### config.mk
export PLATFORM = sky130hd
export DESIGN_NAME = fifo_wr_arbiter
export DESIGN_NICKNAME = d
export VERILOG_FILES = /design/src/rtl/fifo_arb_pkg.sv /design/src/rtl/fifo_rr_picker.sv /design/src/rtl/fifo_wr_arbiter.sv
export SDC_FILE = /design/constraint.sdc
export NUM_CORES = 1
export LEC_CHECK = 0
export ABC_AREA = 1
export CAP_MARGIN = 10
export CORE_ASPECT_RATIO = 1.5
export CORE_MARGIN = 4
export CORE_UTILIZATION = 43
export DETAILED_ROUTE_END_ITERATION = 6
export PLACE_DENSITY = 0.95
export SYNTH_ARGS = -nofsm -noshare
export SYNTH_HDL_FRONTEND = slang
export SYNTH_HIERARCHICAL = 1
export SYNTH_SLANG_ARGS = --single-unit
### constraint.sdc
create_clock -name clk -period 3.21 [get_ports clk]
set_input_delay 0.642 -clock clk [delete_from_list [all_inputs] [get_ports clk]]
set_output_delay 0.642 -clock clk [all_outputs]
set_load 0.005 [all_outputs]
### src/rtl/fifo_arb_pkg.sv
// rtl/fifo_arb_pkg.sv - shared types and default sizing for the FIFO write arbiter
package fifo_arb_pkg;

  typedef enum logic {
    IDLE  = 1'b0,
    GRANT = 1'b1
  } arb_state_t;

  localparam int DEF_WIDTH     = 8;
  localparam int DEF_NUM_REQ   = 4;
  localparam int DEF_BURST_MAX = 4;

endpackage

### src/rtl/fifo_rr_picker.sv
// rtl/fifo_rr_picker.sv - combinational round-robin winner select
module fifo_rr_picker
  import fifo_arb_pkg::*;
#(
  parameter int NUM_REQ = DEF_NUM_REQ,
  parameter int IDW     = $clog2(NUM_REQ)
) (
  input  logic [NUM_REQ-1:0] req,
  input  logic [IDW-1:0]     last_grant,
  output logic [IDW-1:0]     winner,
  output logic               any_req
);

  logic           found;
  logic [IDW-1:0] cand;

  // Scan starts just past last_grant so the previous holder is considered last.
  always_comb begin
    winner = '0;
    found  = 1'b0;
    cand   = '0;
    for (int k = 1; k <= NUM_REQ; k++) begin
      cand = IDW'((int'(last_grant) + k) % NUM_REQ);
      if (!found && req[cand]) begin
        found  = 1'b1;
        winner = cand;
      end
    end
  end

  assign any_req = |req;

endmodule

### src/rtl/fifo_wr_arbiter.sv
// rtl/fifo_wr_arbiter.sv - round-robin burst arbiter feeding one FIFO write port
module fifo_wr_arbiter
  import fifo_arb_pkg::*;
#(
  parameter int WIDTH     = DEF_WIDTH,
  parameter int NUM_REQ   = DEF_NUM_REQ,
  parameter int BURST_MAX = DEF_BURST_MAX,
  localparam int IDW      = $clog2(NUM_REQ)
) (
  input  logic                     clk,
  input  logic                     rst,
  input  logic [NUM_REQ-1:0]       req_valid,
  input  logic [NUM_REQ*WIDTH-1:0] req_data,
  output logic [NUM_REQ-1:0]       req_ready,
  output logic                     w_enable,
  output logic [WIDTH-1:0]         w_data,
  input  logic                     w_ready,
  output logic [IDW-1:0]           grant_id,
  output logic                     busy
);

  localparam int CW = $clog2(BURST_MAX + 1);
  localparam logic [CW-1:0] BEAT_LAST = CW'(BURST_MAX - 1);

  arb_state_t     state, state_nxt;
  logic [IDW-1:0] grant_nxt;
  logic [CW-1:0]  beat_cnt, beat_cnt_nxt;
  logic [IDW-1:0] last_grant, last_grant_nxt;

  logic           holder_valid;
  logic           accepted;
  logic           rearb;
  logic [IDW-1:0] pick_base;
  logic [IDW-1:0] winner;
  logic           any_req;

  // While granted, rotation continues from the current holder so the next pick
  // is available in the same cycle the burst ends.
  assign pick_base = (state == GRANT) ? grant_id : last_grant;

  fifo_rr_picker #(
    .NUM_REQ (NUM_REQ),
    .IDW     (IDW)
  ) u_picker (
    .req        (req_valid),
    .last_grant (pick_base),
    .winner     (winner),
    .any_req    (any_req)
  );

  assign holder_valid = req_valid[grant_id];
  assign busy         = (state == GRANT);

  always_comb begin
    w_enable  = 1'b0;
    w_data    = '0;
    req_ready = '0;
    accepted  = 1'b0;
    if (state == GRANT) begin
      w_enable            = holder_valid;
      w_data              = req_data[int'(grant_id)*WIDTH +: WIDTH];
      accepted            = holder_valid && w_ready;
      req_ready[grant_id] = accepted;
    end
  end

  assign rearb = (accepted && (beat_cnt == BEAT_LAST)) || !holder_valid;

  always_comb begin
    state_nxt      = state;
    grant_nxt      = grant_id;
    beat_cnt_nxt   = beat_cnt;
    last_grant_nxt = last_grant;
    case (state)
      IDLE: begin
        if (any_req) begin
          state_nxt    = GRANT;
          grant_nxt    = winner;
          beat_cnt_nxt = '0;
        end
      end
      GRANT: begin
        if (rearb) begin
          last_grant_nxt = grant_id;
          beat_cnt_nxt   = '0;
          if (any_req) begin
            state_nxt = GRANT;
            grant_nxt = winner;
          end else begin
            state_nxt = IDLE;
            grant_nxt = '0;
          end
        end else if (accepted) begin
          beat_cnt_nxt = beat_cnt + 1'b1;
        end
      end
      default: begin
        state_nxt = IDLE;
        grant_nxt = '0;
      end
    endcase
  end

  always_ff @(posedge clk or negedge rst) begin
    if (!rst) begin
      state      <= IDLE;
      grant_id   <= '0;
      beat_cnt   <= '0;
      last_grant <= IDW'(NUM_REQ - 1);
    end else begin
      state      <= state_nxt;
      grant_id   <= grant_nxt;
      beat_cnt   <= beat_cnt_nxt;
      last_grant <= last_grant_nxt;
    end
  end

endmodule

==> metrics.log, run 1 <==
[metrics] result of the run: completed
[metrics] main combinational cell family by area after synthesis: simple AND/OR/NAND/NOR gates
[metrics] NumNets Final: 260
[metrics] filler cell count in the final layout: 201
[metrics] floorplan die width: 49.11 µm
[metrics] cells taking the most area after synthesis: nand3_1, nand2_1, dfrtp_1
[metrics] antenna viol nets, final: 0
[metrics] per-cell via count in the routed design: 5.525
[metrics] HPWL after DPL: 2560 µm
[metrics] post-synth net total: 207
[metrics] Setup Viol. Count Final: 0
[metrics] effective utilization at floorplan: 44.48%
[metrics] Synth Area in Compound Gates: 12.86%
[metrics] pin count of the biggest net entering global routing: 24
[metrics] slowest stage delay, CP: 540 ps
[metrics] total gr overflow: 0
[metrics] deepest clock path buffer count: 2
[metrics] last weighted congestion value of the routability-driven placer: 0.7914
[metrics] ant diodes: 0
[metrics] total clock buffers created by CTS: 3
[metrics] Yosys warnings: 6
[metrics] total negative slack: 0 ps
[metrics] worst relative slew slack: 52.94%
[metrics] Top Ports: 55
[metrics] initial antenna violation count: 0
[metrics] area share of and/or/nand/nor cells after synthesis: 55.91%
[metrics] vias in the first global route: 1,205
[metrics] P_leak: 0.0007267 µW
[metrics] worst setup path category: input port to output port
[metrics] multiplexer share of the synthesized area: 0%
[metrics] total routed wirelength: 3293 µm
[metrics] clock insertion delay at the later pin of the skew report: 260 ps
[metrics] Synth Area in XOR/XNOR: 0%
[metrics] slew at the pin with the worst max-slew slack: 698.5 ps
[metrics] Distinct cells, synth: 27
[metrics] count of vias placed by the detailed router: 1,337
[metrics] end-of-flow core utilization: 67.98%
[metrics] DRC Markers: 0
[metrics] kind of launch point of the worst setup path: input port
[metrics] clock tree from TritonCTS: built
[metrics] final period demand of the worst path: 2997 ps
[metrics] Max-Cap Viols: 0
[metrics] setup repair after global routing missed its margin: no
[metrics] Post CTS Setup Buffer Count: 0
[metrics] final number of max-transition violations: 0
[metrics] Core Region: 2450 µm²
[metrics] Worst path most repeated cell: nand2_1
[metrics] area after detailed placement: 1639 µm²
[metrics] number of flip-flops and latches in the synthesized netlist: 8
[metrics] chip height: 69.66 µm
[metrics] data required time at the worst endpoint: 2570 ps
[metrics] highest achievable clock rate: 0.3336 GHz
[metrics] post-synthesis instance area: 1090 µm²
[metrics] endpoint type of the worst setup path: output port
[metrics] clock edge transition at the registers on the reported setup and hold paths: 50 ps
[metrics] global-route wire length before repair: 5658 µm
[metrics] CTS root buffer: clkbuf_4
[metrics] critical path buffer and inverter count: 2
[metrics] worst IR drop on VDD: 0.0006647 V
[metrics] Data arrival, critical path: 2360 ps
[metrics] PwrDens: 838.5 nW/µm²
[metrics] maximum fanout count along the critical path: 4
[metrics] share of the yosys chip area belonging to registers: 18.60%
[metrics] Tot Pwr: 1396 µW
[metrics] mean routed wirelength per cell: 13.61 µm
[metrics] area share of the largest cell type after synthesis: 20.21%
[metrics] DRT iter0 DRCs: 26
[metrics] adder and majority gate portion of the synthesized area: 2.296%
[metrics] CP cell instances: clkdlybuf4s50_1 -> nand2_1 -> nand2_1 -> nand2_1 -> a21oi_2 -> nand2_2 -> nor3_2 -> clkdlybuf4s50_1
[metrics] count of mapped cells out of synthesis: 166
[metrics] area grow syn2layout: 52.81%
[metrics] IO buf count: 54
[metrics] summed area of non-filler cells in the final layout: 1665 µm²
[metrics] portion of the clock cycle consumed by the worst path in the final layout: 93.37%
[metrics] Total Routing Usage GR: 20.11%
[metrics] CP max stage cell: clkdlybuf4s50_1
[metrics] row count: 22
[metrics] clock sink count: 8
[metrics] area leader, netlist: nand3_1
[metrics] family with the most delay on the worst path: buffers and inverters
[metrics] number of endpoints with negative hold slack in the final report: 0
[metrics] Hold Crit Class: flip-flop to flip-flop
[metrics] Post-Route Skew: 4.915 ps
[metrics] mean area per synthesized cell: 6.565 µm²
[metrics] CTS HTree Levels: 1
[metrics] detailed-routing iteration count for the pre-antenna-repair pass: 5
[metrics] CTS hold repair buffers: 0
[metrics] die area: 3420 µm²
[metrics] post-cts gate resize count: 0
[metrics] fraction of final layout cells with drive strength greater than 1: 18.35%
[cell type report]
class / instances / area [µm²] / share of cell area [%]
repair buffers: 58 / 570.5 / 34.26
multi-input cells: 133 / 774.5 / 46.51
inverters: 15 / 61.31 / 3.681
well taps: 24 / 30.03 / 1.803
flip-flops and latches: 8 / 202.7 / 12.17
clock buffers: 4 / 26.28 / 1.578
[worst paths after layout]
path                               start             to  slack [ps]  cells after the start
setup / recovery            req_valid[2]   req_ready[1]         210                      8
hold / removal             last_grant[1]  last_grant[1]         470                      2
setup reg to reg                    busy    grant_id[1]         950                     11
hold reg to reg            last_grant[1]  last_grant[1]         470                      2
max in group asynchronous            rst  last_grant[0]        2230                      1
min in group asynchronous            rst    beat_cnt[1]         660                      1
[state kept, by name, indices dropped and copies added (netlist names)]
name        flops
grant_id        2
last_grant      2
busy            1
beat_cnt        3
[cell usage in the layout (no fill, tap or decap)]
master            n
dfrtp_1           6
clkbuf_4          3
nor2_1            1
inv_2             3
nand2_2          12
nor2_8            1
o21ai_0           3
o31ai_2           1
nand3b_1          1
inv_6             1
clkdlybuf4s50_1  54
a31oi_1           1
ha_1              2
nand3_2           2
inv_1            11
buf_4             4
a41oi_1           8
clkbuf_1          1
a21oi_2           1
dfstp_2           2
o21ai_1           3
nand2_1          41
nand4_1           2
nand2_4           5
o211ai_2          1
nand3_1          44
nor3_2            4
[cell usage after synthesis (all sizes together)]
cell type and number:
a21oi 1, a31oi 1, a41oi 8, buf 7, clkbuf 3, dfrtp 6, dfstp 2, ha 2
inv 15, nand2 58, nand3 46, nand3b 1, nand4 2, nor2 2, nor3 4, o211ai 1
o21ai 6, o31ai 1
[cells by family after synthesis]
group / Yosys count
flops: 8
fa+ha+maj: 2
compound gates: 18
simple gates: 113
buf+inv: 25
[metrics by stage]
| step | worst slack [ps] | instances | hold WS, ps |
|---|---|---|---|
| after floorplan | 1122 | 166 | 346.4 |
| after global placement | 256.8 | 238 | 452.4 |
| after detailed placement | 198.5 | 238 | 457.6 |
| after CTS | 195.8 | 242 | 472.8 |
| after global routing | 89.77 | 242 | 499.3 |
| final | 212.8 | 242 | 473.7 |
[power by group]
part,internal (µW),total [µW],switching (µW),leakage [µW]
Clock,47.7,83.9,36.2,0.0000150
Combinational,503,1140,640,0.000617
Sequential,147,170,23.2,0.0000948
Total,697,1400,699,0.000727
[routing by layer]
metal | global-route usage, % | vias to the layer above | wire [µm]
met5 | 0 | - | 0
met4 | 7.595 | 0 | 42
met1 | 24.07 | 614 | 1327
li1 | - | 681 | -
met2 | 35.67 | 38 | 1755
met3 | 2.366 | 4 | 167
[worst register-to-register path, stage by stage, from the launching register on]
cell and delay, ps:
dfrtp_1 480, inv_2 180, o21ai_0 600, inv_2 140
nand2_1 110, nand2_2 70, nand2_4 80, inv_1 50
a31oi_1 200, nand3_1 110, nand3_1 80, nand2_1 60
(Power assumes the default switching activity.)
==> run 2, diff against run 1 <==
--- a/config.mk
+++ b/config.mk
@@ -14,5 +14,4 @@
 export PLACE_DENSITY = 0.95
 export SYNTH_ARGS = -nofsm -noshare
 export SYNTH_HDL_FRONTEND = slang
-export SYNTH_HIERARCHICAL = 1
 export SYNTH_SLANG_ARGS = --single-unit
==> run 2 against run 1 <==
Effect of this change: die area down 0.69%; global-route usage down 0.31 points; combinational power down 11%; count of clock-buffer cells in the layout down 1; first-iteration DRC count up 19%; wire length up 1.5%; critical path depth up 2; clock power down 11%; sequential share of layout area up 0.19 points; largest cell class unchanged.
==> metrics.log, run 2 <==
[metrics] leading cell types in the layout, fill and taps excluded: nand2_1, clkdlybuf4s50_1, nand3_1
[metrics] clock insertion delay at the later pin of the skew report: 250 ps
[metrics] slowest stage delay, CP: 530 ps
[metrics] Yosys warnings: 0
[metrics] end-of-flow core utilization: 67.72%
[metrics] post-cts gate resize count: 0
[metrics] Distinct cells, synth: 28
[metrics] highest achievable clock rate: 0.3267 GHz
[metrics] antenna viol nets, final: 0
[metrics] CP max stage cell: clkdlybuf4s50_1
[metrics] deepest clock path buffer count: 2
[metrics] area leader, netlist: nand2_1
[metrics] Async SR Flop Fraction: 100.0%
[metrics] total gr overflow: 0
[metrics] number of endpoints with negative hold slack in the final report: 0
[metrics] critical path buffer and inverter count: 4
[metrics] flip-flop count of the largest register after layout: 3
[metrics] post-synthesis instance area: 1081 µm²
[metrics] endpoint type of the worst setup path: output port
[metrics] worst setup path category: input port to output port
[metrics] DRC Markers: 0
[metrics] mean routed wirelength per cell: 13.53 µm
[metrics] area grow syn2layout: 51.74%
[metrics] total negative slack: 0 ps
[metrics] maximum fanout count along the critical path: 4
[metrics] summed area of non-filler cells in the final layout: 1640 µm²
[metrics] Setup Viol. Count Final: 0
[metrics] Hold Crit Start: beat_cnt[1]
[metrics] family with the most delay on the worst path: buffers and inverters
[metrics] Core Region: 2422 µm²
[metrics] IO buf count: 54
[metrics] total routed wirelength: 3341 µm
[metrics] count of mapped cells out of synthesis: 169
[metrics] clock edge transition at the registers on the reported setup and hold paths: 50 ps
[metrics] PwrDens: 792.2 nW/µm²
[metrics] result of the run: completed
[metrics] filler cell count in the final layout: 211
[metrics] worst-case setup margin in the final layout: 148.8 ps
[metrics] per-cell via count in the routed design: 5.397
[metrics] cells taking the most area after synthesis: nand2_1, dfrtp_1, nand3_1
[metrics] Data arrival, critical path: 2420 ps
[metrics] setup slack, reg-to-reg: 1420 ps
[metrics] final period demand of the worst path: 3061 ps
[metrics] P_leak: 0.0007544 µW
[metrics] vias in the first global route: 1,310
[metrics] total clock buffers created by CTS: 3
[metrics] Total Routing Usage GR: 19.80%
[metrics] detailed-routing iteration count for the pre-antenna-repair pass: 4
[metrics] WHS Path Cells: 2
[metrics] DRT iter0 DRCs: 31
[metrics] last weighted congestion value of the routability-driven placer: 0.8611
[metrics] Post-Route Skew: 1.886 ps
[metrics] area after detailed placement: 1618 µm²
[metrics] kind of launch point of the worst setup path: input port
[metrics] ys flop type: dfrtp_1
[metrics] global-route wire length before repair: 5637 µm
[metrics] setup repair after global routing missed its margin: no
[metrics] worst IR drop on VDD: 0.0005818 V
[metrics] number of flops mapped to enable cells by yosys: 0
[metrics] mean area per synthesized cell: 6.397 µm²
[metrics] fraction of final layout cells with drive strength greater than 1: 16.14%
[metrics] NumNets Final: 266
[metrics] HPWL after DPL: 2808 µm
[metrics] CTS root buffer: clkbuf_4
[metrics] leading registers by flop count: beat_cnt (3), grant_id (2), last_grant (2)
[metrics] commonest non-fill, non-tap cell in the layout: nand2_1
[metrics] area share of the largest cell type after synthesis: 19.10%
[metrics] clock sink count: 8
[metrics] CTS hold repair buffers: 0
[metrics] count of vias placed by the detailed router: 1,333
[metrics] Post CTS Setup Buffer Count: 0
[metrics] number of flip-flops and latches in the synthesized netlist: 8
[metrics] Max-Cap Viols: 0
[metrics] die area: 3397 µm²
[metrics] floorplan die width: 48.94 µm
[metrics] top register by number of flip-flops: beat_cnt
[metrics] post-placement setup slack: 149.6 ps
[metrics] terminating pin of the worst hold path: beat_cnt[1]
[metrics] post-synth net total: 210
[metrics] critical register-to-register path endpoint: grant_id[0]
[metrics] CP cell instances: clkdlybuf4s50_1 -> inv_1 -> nor2_4 -> a21oi_4 -> nand2_4 -> nand2_2 -> nor2_4 -> inv_1 -> nor3_1 -> clkdlybuf4s50_1
[metrics] Tot Pwr: 1300 µW
[metrics] row count: 22
[metrics] final number of max-transition violations: 0
[metrics] pin count of the biggest net entering global routing: 16
[metrics] chip height: 69.41 µm
[metrics] Post-synth top cells: nand2_1, nand3_1, inv_1, nand2_2
[metrics] WP depth: 10
[metrics] worst relative slew slack: 63.50%
[metrics] top-count cell post-synth: nand2_1
[metrics] data required time at the worst endpoint: 2570 ps
[metrics] initial antenna violation count: 0
[metrics] depth of the worst register-to-register path: 12
[metrics] ant diodes: 0
[metrics] Hold Crit Class: flip-flop to flip-flop
[metrics] portion of the clock cycle consumed by the worst path in the final layout: 95.36%
[metrics] effective utilization at floorplan: 44.63%
[metrics] slew at the pin with the worst max-slew slack: 542.4 ps
[metrics] share of the yosys chip area belonging to registers: 18.75%
[metrics] clock tree from TritonCTS: built
[metrics] worst reg2reg startpoint: busy
[metrics] CTS HTree Levels: 1
[metrics] Top Ports: 55
[run 2: routing by layer]
layer  routed length [µm]  part of all wire, %  global-route usage (%)  vias to the layer above
met5                    0                    0                       0                        -
met4                   34                  1.0                   7.186                        0
met3                  210                  6.3                   3.441                        4
met2                 1704                   51                   34.74                       58
met1                 1391                   42                   23.41                      598
li1                     -                    -                       -                      673
[run 2: metrics by stage]
step,hold slack (ps),std cells
4_1_cts,499.6,247
6_report,487.5,247
2_1_floorplan,346.4,169
5_1_grt,518.5,247
3_3_place_gp,466.9,244
3_5_place_dp,488.0,244
[run 2: where the power goes]
part,switching (µW),internal (µW)
clock network,31.8,42.6
registers,58.8,148
logic,546,472
[run 2: worst max path at each step]
stage / endpoint / start / slack, ps
4_1_cts: req_ready[0] / req_valid[2] / 150
6_report: req_ready[0] / req_valid[2] / 150
3_3_place_gp: req_ready[1] / req_valid[2] / 200
3_5_place_dp: req_ready[0] / req_valid[2] / 150
5_1_grt: req_ready[0] / req_valid[2] / 40
2_1_floorplan: req_ready[0] / grant_id[0] / 1230
[run 2: cells by family after synthesis]
family                   Yosys count  synth area share (%)
AND/OR/NAND/NOR                  109                 49.65
adder cells (fa/ha/maj)            2                 2.314
buffers and inverters             26                 12.85
AO/OA/AOI/OAI                     24                 16.44
flip-flops                         8                 18.75
[run 2: area by class of cell]
class,instances,area (µm²),share of cell area (%)
Sequential cell,8,202.7,12.36
Tap cell,24,30.03,1.831
Multi-Input combinational cell,135,739.5,45.08
Inverter,20,82.58,5.034
Clock buffer,3,22.52,1.373
Timing Repair Buffer,57,563.0,34.33
[run 2: worst min-delay path: stages, from the launching register on]
cell and delay [ps]:
dfrtp_1 340, nand2_1 50, o21ai_0 60
==> run 3, diff against run 2 <==
--- a/config.mk
+++ b/config.mk
@@ -11,7 +11,8 @@
 export CORE_MARGIN = 4
 export CORE_UTILIZATION = 43
 export DETAILED_ROUTE_END_ITERATION = 6
-export PLACE_DENSITY = 0.95
+export PLACE_DENSITY = 0.83
+export RECOVER_POWER = 25
 export SYNTH_ARGS = -nofsm -noshare
 export SYNTH_HDL_FRONTEND = slang
 export SYNTH_SLANG_ARGS = --single-unit
==> run 3 against run 2 <==
Effect of this change: largest cell class unchanged; register-to-register slack lost 40 ps; global-route usage decreased by 0.14 points; utilization decreased by 0.31 points; final cell count fell by 0.40%; count of clock-buffer cells in the layout grew 1; non-clock buffer count decreased by 2; highest routed layer unchanged; critical path depth is the same.
==> metrics.log, run 3 (synthesis results as in run 2) <==
[metrics] combinational power share: 76.6%
[metrics] slew at the pin with the worst max-slew slack: 458.4 ps
[metrics] worst relative slew slack: 69.16%
[metrics] leading registers by flop count: beat_cnt (3), grant_id (2), last_grant (2)
[metrics] per-cell via count in the routed design: 5.524
[metrics] total gr overflow: 0
[metrics] Total Routing Usage GR: 19.66%
[metrics] floorplan die width: 48.94 µm
[metrics] CTS HTree Levels: 1
[metrics] switching pwr: 640.5 µW
[metrics] total clock buffers created by CTS: 3
[metrics] P_leak: 0.0007619 µW
[metrics] leading cell types in the layout, fill and taps excluded: nand2_1, clkdlybuf4s50_1, nand3_1
[metrics] last weighted congestion value of the routability-driven placer: 0.8988
[metrics] clock sink count: 8
[metrics] clock edge transition at the registers on the reported setup and hold paths: 50 ps
[metrics] portion of the clock cycle consumed by the worst path in the final layout: 95.28%
[metrics] worst setup path category: input port to output port
[metrics] chip height: 69.41 µm
[metrics] highest achievable clock rate: 0.3270 GHz
[metrics] IO buf count: 54
[metrics] data required time at the worst endpoint: 2570 ps
[metrics] effective utilization at floorplan: 44.63%
[metrics] cell internal power dissipation: 651.5 µW
[metrics] CTS root buffer: clkbuf_4
[metrics] worst hold slack after final layout: 470.0 ps
[metrics] Core Region: 2422 µm²
[metrics] pin count of the biggest net entering global routing: 16
[metrics] global-route wire length before repair: 5526 µm
[metrics] CTS hold repair buffers: 0
[metrics] flip-flop count of the largest register after layout: 3
[metrics] sequential cell fraction of total power: 17.2%
[metrics] detailed-routing iteration count for the pre-antenna-repair pass: 4
[metrics] post-cts gate resize count: 0
[metrics] die area: 3397 µm²
[metrics] fraction of final layout cells with drive strength greater than 1: 15.77%
[metrics] result of the run: completed
[metrics] PwrDens: 791.3 nW/µm²
[metrics] final period demand of the worst path: 3059 ps
[metrics] total negative slack: 0 ps
[metrics] vias in the first global route: 1,214
[metrics] antenna viol nets, final: 0
[metrics] row count: 22
[metrics] Post CTS Setup Buffer Count: 0
[metrics] initial antenna violation count: 0
[metrics] clock insertion delay at the later pin of the skew report: 250 ps
[metrics] Hold Crit Class: flip-flop to flip-flop
[metrics] setup repair after global routing missed its margin: no
[metrics] count of vias placed by the detailed router: 1,359
[metrics] number of standard cells in the final layout excluding fillers: 246
[metrics] number of endpoints with negative hold slack in the final report: 0
[metrics] Top Ports: 55
[metrics] clock network fraction of design power: 6.2%
[metrics] NumNets Final: 264
[metrics] Max-Cap Viols: 0
[metrics] filler cell count in the final layout: 219
[metrics] DRT iter0 DRCs: 27
[metrics] top register by number of flip-flops: beat_cnt
[metrics] DRC Markers: 0
[metrics] Data arrival, critical path: 2420 ps
[metrics] HPWL after DPL: 2888 µm
[metrics] worst IR drop on VDD: 0.0005150 V
[metrics] maximum fanout count along the critical path: 4
[metrics] area grow syn2layout: 51.04%
[metrics] Post-Route Skew: 4.513 ps
[metrics] ant diodes: 0
[metrics] clock tree from TritonCTS: built
[metrics] total instance count after detailed placement: 242
[metrics] mean routed wirelength per cell: 14.15 µm
[metrics] switching part of the total power: 49.58%
[metrics] deepest clock path buffer count: 2
[metrics] total routed wirelength: 3481 µm
[metrics] Setup Viol. Count Final: 0
[metrics] final number of max-transition violations: 0
[metrics] commonest non-fill, non-tap cell in the layout: nand2_1
[metrics] kind of launch point of the worst setup path: input port
[metrics] endpoint type of the worst setup path: output port
run 3: changes by cell type in the layout (fill, tap and decap cells not counted):
cell,before,now
clkbuf_1,0,1
dlygate4sd3_1,0,1
dfrtp_2,0,1
buf_4,3,1
dfrtp_1,6,5
dlymetal6s2s_1,0,1
clkdlybuf4s50_1,54,52
run 3: metrics by stage:
step | setup slack, ps | util (%) | area, µm² | total power [µW]
6_report | 151.5 | 67.41 | 1633 | 1292
5_1_grt | 19.83 | 67.41 | 1633 | 1403
4_1_cts | 124.0 | 67.25 | 1629 | 1299
3_5_place_dp | 134.0 | 66.17 | 1603 | 1213
3_3_place_gp | 199.2 | 66.17 | 1603 | 1183
2_1_floorplan | 1227 | - | 1081 | 879.1
run 3: area by class of cell:
class / instances / area [µm²] / area share, %
Tap cell: 24 / 30.03 / 1.839
Sequential cell: 8 / 203.9 / 12.49
Inverter: 20 / 82.58 / 5.057
Timing Repair Buffer: 55 / 550.5 / 33.72
Multi-Input combinational cell: 135 / 739.5 / 45.29
Clock buffer: 4 / 26.28 / 1.609
run 3: power by group through the flow:
| stage | clock network, µW | registers, µW | logic [µW] |
|---|---|---|---|
| CTS | 84.9 | 220 | 994 |
| floorplan | 0 | 174 | 705 |
| global placement | 0 | 218 | 965 |
| detailed placement | 0 | 221 | 992 |
| finish | 80.6 | 222 | 989 |
| global route | 91.7 | 231 | 1080 |
run 3: critical path, cell delays in order:
cell and delay, ps:
clkdlybuf4s50_1 510, inv_1 90, nor2_4 130, a21oi_4 50, nand2_4 100, nand2_2 70
nor2_4 90, inv_1 80, nor3_1 140, clkdlybuf4s50_1 520
run 3: path summary, 6_finish.rpt:
check,start,end,slack [ps],cells after the start
hold reg to reg,last_grant[1],last_grant[1],470,2
min in group asynchronous,rst,beat_cnt[1],730,1
hold / removal,last_grant[1],last_grant[1],470,2
setup reg to reg,busy,grant_id[0],1380,12
setup / recovery,req_valid[2],req_ready[1],150,10
max in group asynchronous,rst,last_grant[1],2180,1
run 3: metal layers:
layer	GRT usage [%]	routed length (µm)
met1	23.51	1441
met2	35.47	1737
met3	2.796	251
met4	5.389	50
met5	0	0
